**src/rtl/tx_driver_pkg.sv**
```systemverilog
// Shared types and default message contents for the UART message sequencer.
package tx_driver_pkg;

   typedef enum logic [1:0] {
      IDLE = 2'b00,
      SEND = 2'b01,
      WAIT = 2'b10,
      DONE = 2'b11
   } state_t;

   localparam int unsigned DEFAULT_MSG_LEN = 8;

   // "HELLO!\r\n"
   localparam logic [7:0] DEFAULT_MSG [DEFAULT_MSG_LEN] = '{
      8'h48, 8'h45, 8'h4C, 8'h4C, 8'h4F, 8'h21, 8'h0D, 8'h0A
   };

endpackage

```
**src/rtl/tx_msg_rom.sv**
```systemverilog
// Combinational message ROM: byte index in, message byte out.
module tx_msg_rom
   import tx_driver_pkg::*;
#(
   parameter int unsigned MSG_LEN = 8,
   parameter int unsigned IDX_W   = 3
) (
   input  logic [IDX_W-1:0] idx,
   output logic [7:0]       msgByte
);

   // Messages longer than the default table repeat its contents.
   always_comb begin
      msgByte = '0;
      for (int unsigned i = 0; i < MSG_LEN; i++) begin
         if (idx == IDX_W'(i)) begin
            msgByte = DEFAULT_MSG[i % DEFAULT_MSG_LEN];
         end
      end
   end

endmodule

```
**src/rtl/tx_driver.sv**
```systemverilog
// Message sequencer feeding a UART transmitter one byte per XMitGo strobe.
module tx_driver
   import tx_driver_pkg::*;
#(
   parameter int unsigned MSG_LEN     = 8,
   parameter int unsigned REPEAT      = 1,
   parameter int unsigned ACK_TIMEOUT = 4
) (
   input  logic       clk,
   input  logic       rst,
   input  logic       TxEmpty,
   output logic [7:0] TxData,
   output logic       XMitGo,
   output logic [1:0] OutState
);

   localparam int unsigned IDX_W = (MSG_LEN > 1) ? $clog2(MSG_LEN) : 1;
   localparam int unsigned CNT_W = (ACK_TIMEOUT > 1) ? $clog2(ACK_TIMEOUT) : 1;
   localparam logic [IDX_W-1:0] LAST_IDX = IDX_W'(MSG_LEN - 1);
   localparam logic [CNT_W-1:0] CNT_MAX  = CNT_W'(ACK_TIMEOUT - 1);

   state_t           state, stateNext;
   logic [IDX_W-1:0] idx, idxNext;
   logic [CNT_W-1:0] cnt, cntNext;
   logic [7:0]       dataNext;
   logic             goNext;
   logic [7:0]       romByte;

   tx_msg_rom #(
      .MSG_LEN (MSG_LEN),
      .IDX_W   (IDX_W)
   ) u_rom (
      .idx     (idx),
      .msgByte (romByte)
   );

   always_ff @(posedge clk or negedge rst) begin
      if (!rst) begin
         state  <= IDLE;
         idx    <= '0;
         cnt    <= '0;
         TxData <= '0;
         XMitGo <= 1'b0;
      end else begin
         state  <= stateNext;
         idx    <= idxNext;
         cnt    <= cntNext;
         TxData <= dataNext;
         XMitGo <= goNext;
      end
   end

   always_comb begin
      stateNext = state;
      idxNext   = idx;
      cntNext   = cnt;
      dataNext  = TxData;
      goNext    = 1'b0;
      case (state)
         IDLE: begin
            if (TxEmpty) begin
               stateNext = SEND;
               dataNext  = romByte;
               goNext    = 1'b1;
            end
         end
         SEND: begin
            stateNext = WAIT;
            cntNext   = '0;
            idxNext   = (idx == LAST_IDX) ? '0 : idx + IDX_W'(1);
         end
         WAIT: begin
            // idx already advanced in SEND, so zero here means the last byte just went out
            if (!TxEmpty || cnt == CNT_MAX) begin
               stateNext = (REPEAT == 0 && idx == '0) ? DONE : IDLE;
            end else begin
               cntNext = cnt + CNT_W'(1);
            end
         end
         DONE: stateNext = DONE;
         default: stateNext = IDLE;
      endcase
   end

   assign OutState = state;

endmodule

```
**config.mk**
```make
export PLATFORM = sky130hd
export DESIGN_NAME = tx_driver
export DESIGN_NICKNAME = d
export VERILOG_FILES = /design/src/rtl/tx_driver_pkg.sv /design/src/rtl/tx_msg_rom.sv /design/src/rtl/tx_driver.sv
export SDC_FILE = /design/constraint.sdc
export NUM_CORES = 1
export LEC_CHECK = 0
export CAP_MARGIN = 5
export CORE_MARGIN = 8
export CORE_UTILIZATION = 50
export CTS_CLUSTER_DIAMETER = 40
export DETAILED_ROUTE_END_ITERATION = 12
export GPL_TIMING_DRIVEN = 0
export PLACE_DENSITY = 0.83
export SKIP_LAST_GASP = 1
export SLEW_MARGIN = 20
export SYNTH_ARGS = -nofsm -noshare
export SYNTH_HDL_FRONTEND = slang
export SYNTH_SLANG_ARGS = --single-unit
```
**constraint.sdc**
```tcl
create_clock -name clk -period 1.7 [get_ports clk]
set_input_delay 0.17 -clock clk [delete_from_list [all_inputs] [get_ports clk]]
set_output_delay 0.17 -clock clk [all_outputs]
set_load 0.05 [all_outputs]
```
==> results.sh <==
export IMPL_grt_pass1_wl_um=2420
export IMPL_clock_path_buffers=2
export IMPL_rsz0062_at_grt="false"
export IMPL_max_freq_ghz=0.625
export IMPL_syn_area_um2=807
export IMPL_drtAntennaViolNets=0
export IMPL_cap_violations=0
export IMPL_die_w_um=56.2
export IMPL_max_slew_margin_rel_pct=58.5
export IMPL_io_buffer_count=11
export IMPL_slew_viol_final=0
export IMPL_grt_pass1_vias=619
export IMPL_fillers=133
export IMPL_grt_busiest_layer="met2"
export IMPL_met1_usage_pct=8.96
export IMPL_period_needed_ns=1.60
export IMPL_yosysSeqAreaShare_pct=43.4
export IMPL_avgRoutedWirePerCell_um=12.5
export IMPL_finalSetupTns_ns=0
export IMPL_cp_max_fo=2
export IMPL_syn_inst=79
export IMPL_core_area_mm2=0.00151
export IMPL_p_int_mw=0.472
export IMPL_hold_class="input port to asynchronous set/reset pin"
export IMPL_antenna_found_initial=0
export IMPL_critPathSlowestCell="clkdlybuf4s50_1"
export IMPL_clock_sinks=14
export IMPL_ys_warn_count=0
export IMPL_dieHeight_um=56.2
export IMPL_layout_cells_most_common="dfrtp_1"
export IMPL_cts_tree="yes"
export IMPL_cts_max_level=1
export IMPL_drt_pass1_iterations=4
export IMPL_finalCritPeriodShare_pct=94.1
export IMPL_register_area_um2=350
export IMPL_cp_top_family="buffers and inverters"
export IMPL_total_power_mw=0.595
export IMPL_place_congestion=0.749
export IMPL_multiInputGateArea_um2=412
export IMPL_p_leak_nw=0.477
export IMPL_crit_buf_inv=1
export IMPL_cts_setup_buffers=0
export IMPL_crit_required_ns=1.53
export IMPL_peakVddDrop_v=0.000343
export IMPL_start_util_pct=53.6
export IMPL_power_switching_mw=0.123
export IMPL_switching_share_pct=20.6
export IMPL_layout_common_cells="14 x dfrtp_1, 12 x ha_1, 11 x nand2_1"
export IMPL_grt_usage_pct=9.29
export IMPL_use_met3_pct=3.88
export IMPL_yosys_register_bits=14
export IMPL_clock_skew_ns=0.00306
export IMPL_via_count=588
export IMPL_critPathCaptureType="output pin"
export IMPL_hpwl_um=1110
export IMPL_status="finished, final reports clean"
export IMPL_num_rows=14
export IMPL_grt_max_degree=15
export IMPL_synth_area_per_cell_um2=10.2
export IMPL_pwr_share_clk_pct=39.5
export IMPL_first_iter_violations=6
export IMPL_io_pins=14
export IMPL_finalHoldViolations=0
export IMPL_antennaDiodeCount=0
export IMPL_clk_pin_slew_ns=0.09
export IMPL_path_cells="clkdlybuf4s50_1"
export IMPL_overflow=0
export IMPL_p_seq_share_pct=55.9
export IMPL_cts_root_buf="clkbuf_4"
export IMPL_drt_total_wl_um=1390
export IMPL_clock_latency_ns=0.27
export IMPL_drt_vias_per_instance=5.30
export IMPL_drcViolationCount=0
export IMPL_drive_above_1_share_pct=8.42
export IMPL_nets=111
export IMPL_power_frac_comb_pct=4.6
export IMPL_setup_worst_path_class="register to output pin"
export IMPL_worstPathArrival_ns=1.43
export IMPL_dieArea_mm2=0.00316
export IMPL_use_met2_pct=17.1
export IMPL_tightest_slew_ns=0.620
export IMPL_power_per_cell_area_mw_per_mm2=606
export IMPL_cts_hold_buf=0
export IMPL_numCtsBuffers=3
export IMPL_critPathLaunchType="register"
export IMPL_slowest_delay_ns=0.80
export IMPL_yosysUniqueCellTypes=22
export IMPL_area_growth_pct=21.7
export IMPL_finalSetupViolCount=0
area by class of cell:
cell class / count / area share [%]
clock buffer: 4 / 3.69
buffer: 4 / 2.29
timing repair buffer: 11 / 11.7
tap: 16 / 2.04
multi-input combinational: 55 / 41.9
inverter: 7 / 2.68
sequential: 14 / 35.7
worst paths after layout:
kind | startpoint | end | slack (ns) | depth (start not counted)
worst max-delay path | TxData[2] | TxData[2] | 0.10 | 1
worst min-delay path | rst | TxData[2] | 0.28 | 1
worst max register to register | OutState[0] | TxData[5] | 0.20 | 6
worst min register to register | TxData[1] | TxData[1] | 0.48 | 2
max in group asynchronous | rst | cnt[0] | 1.02 | 1
min in group clk | TxData[1] | TxData[1] | 0.48 | 2
power groups by stage:
stage               combinational, mW  sequential (mW)  clock, mW
finish                         0.0274            0.333      0.235
detailed placement             0.0279            0.339          0
CTS                            0.0278            0.333      0.245
floorplan                      0.0158            0.339          0
global placement               0.0276            0.339          0
global route                   0.0303            0.333      0.257
cell families after synthesis:
family | after synthesis | share of synthesized area [%]
compound gates | 17 | 13.3
fa+ha+maj | 12 | 18.6
buf+inv | 11 | 6.05
flops | 14 | 43.4
mux | 4 | 5.58
other cells | 1 | 0.465
simple gates | 20 | 12.6
layer usage:
layer | up-vias | share of wire, %
li1 | 295 | -
met1 | 280 | 40
met2 | 11 | 53
met4 | 0 | 0.58
met5 | - | 0
met3 | 2 | 5.5
flip-flops by register name, summed over array words and instances, names as in the netlist:
register	cells
XMitGo	1
TxData	6
cnt	2
OutState	2
idx	3
stage by stage:
stage / worst slack [ns] / cells / utilization [%] / hold WS [ns] / instance area [um2]
floorplan: 0.0386 / 80 / - / -0.126 / 811
global placement: 0.211 / 107 / 62.5 / 0.459 / 941
detailed placement: 0.207 / 107 / 62.5 / 0.468 / 941
CTS: 0.000676 / 111 / 64.9 / 0.294 / 977
global route: 0.0378 / 111 / 65.2 / 0.337 / 982
finish: 0.101 / 111 / 65.2 / 0.277 / 982
worst reg2reg max path, delay by kind of cell (launching register included):
family | cells | cell delay (ns)
DFF | 1 | 0.41
AOI/OAI and AO/OA | 1 | 0.07
adders and majority gates | 1 | 0.23
buffers and inverters | 2 | 0.42
and+or+nand+nor | 2 | 0.25
cell usage after synthesis:
cell type / n / area [um2]
a22o_1: 1 / 8.76
nand2b_1: 2 / 12.5
nor2_1: 3 / 11.3
ha_1: 12 / 150
o41ai_1: 2 / 17.5
o21bai_1: 1 / 7.51
buf_4: 2 / 15.0
conb_1: 1 / 3.75
nand2_1: 11 / 41.3
o31ai_1: 2 / 15.0
a211o_1: 1 / 8.76
nand3_1: 1 / 5.00
clkbuf_1: 2 / 7.51
nand3b_1: 1 / 7.51
a21oi_1: 1 / 5.00
o21ai_0: 9 / 45.0
nor2b_4: 1 / 13.8
dfrtp_1: 14 / 350
mux2_4: 1 / 15.0
mux2i_1: 3 / 30.0
nor4bb_1: 1 / 10.0
inv_1: 7 / 26.3
repair_timing:
item,4_1_cts,5_1_grt
setup endpoints to repair,0,2
resized for setup,0,2
endpoints found under the hold margin,0,0
(Power assumes the default switching activity.)
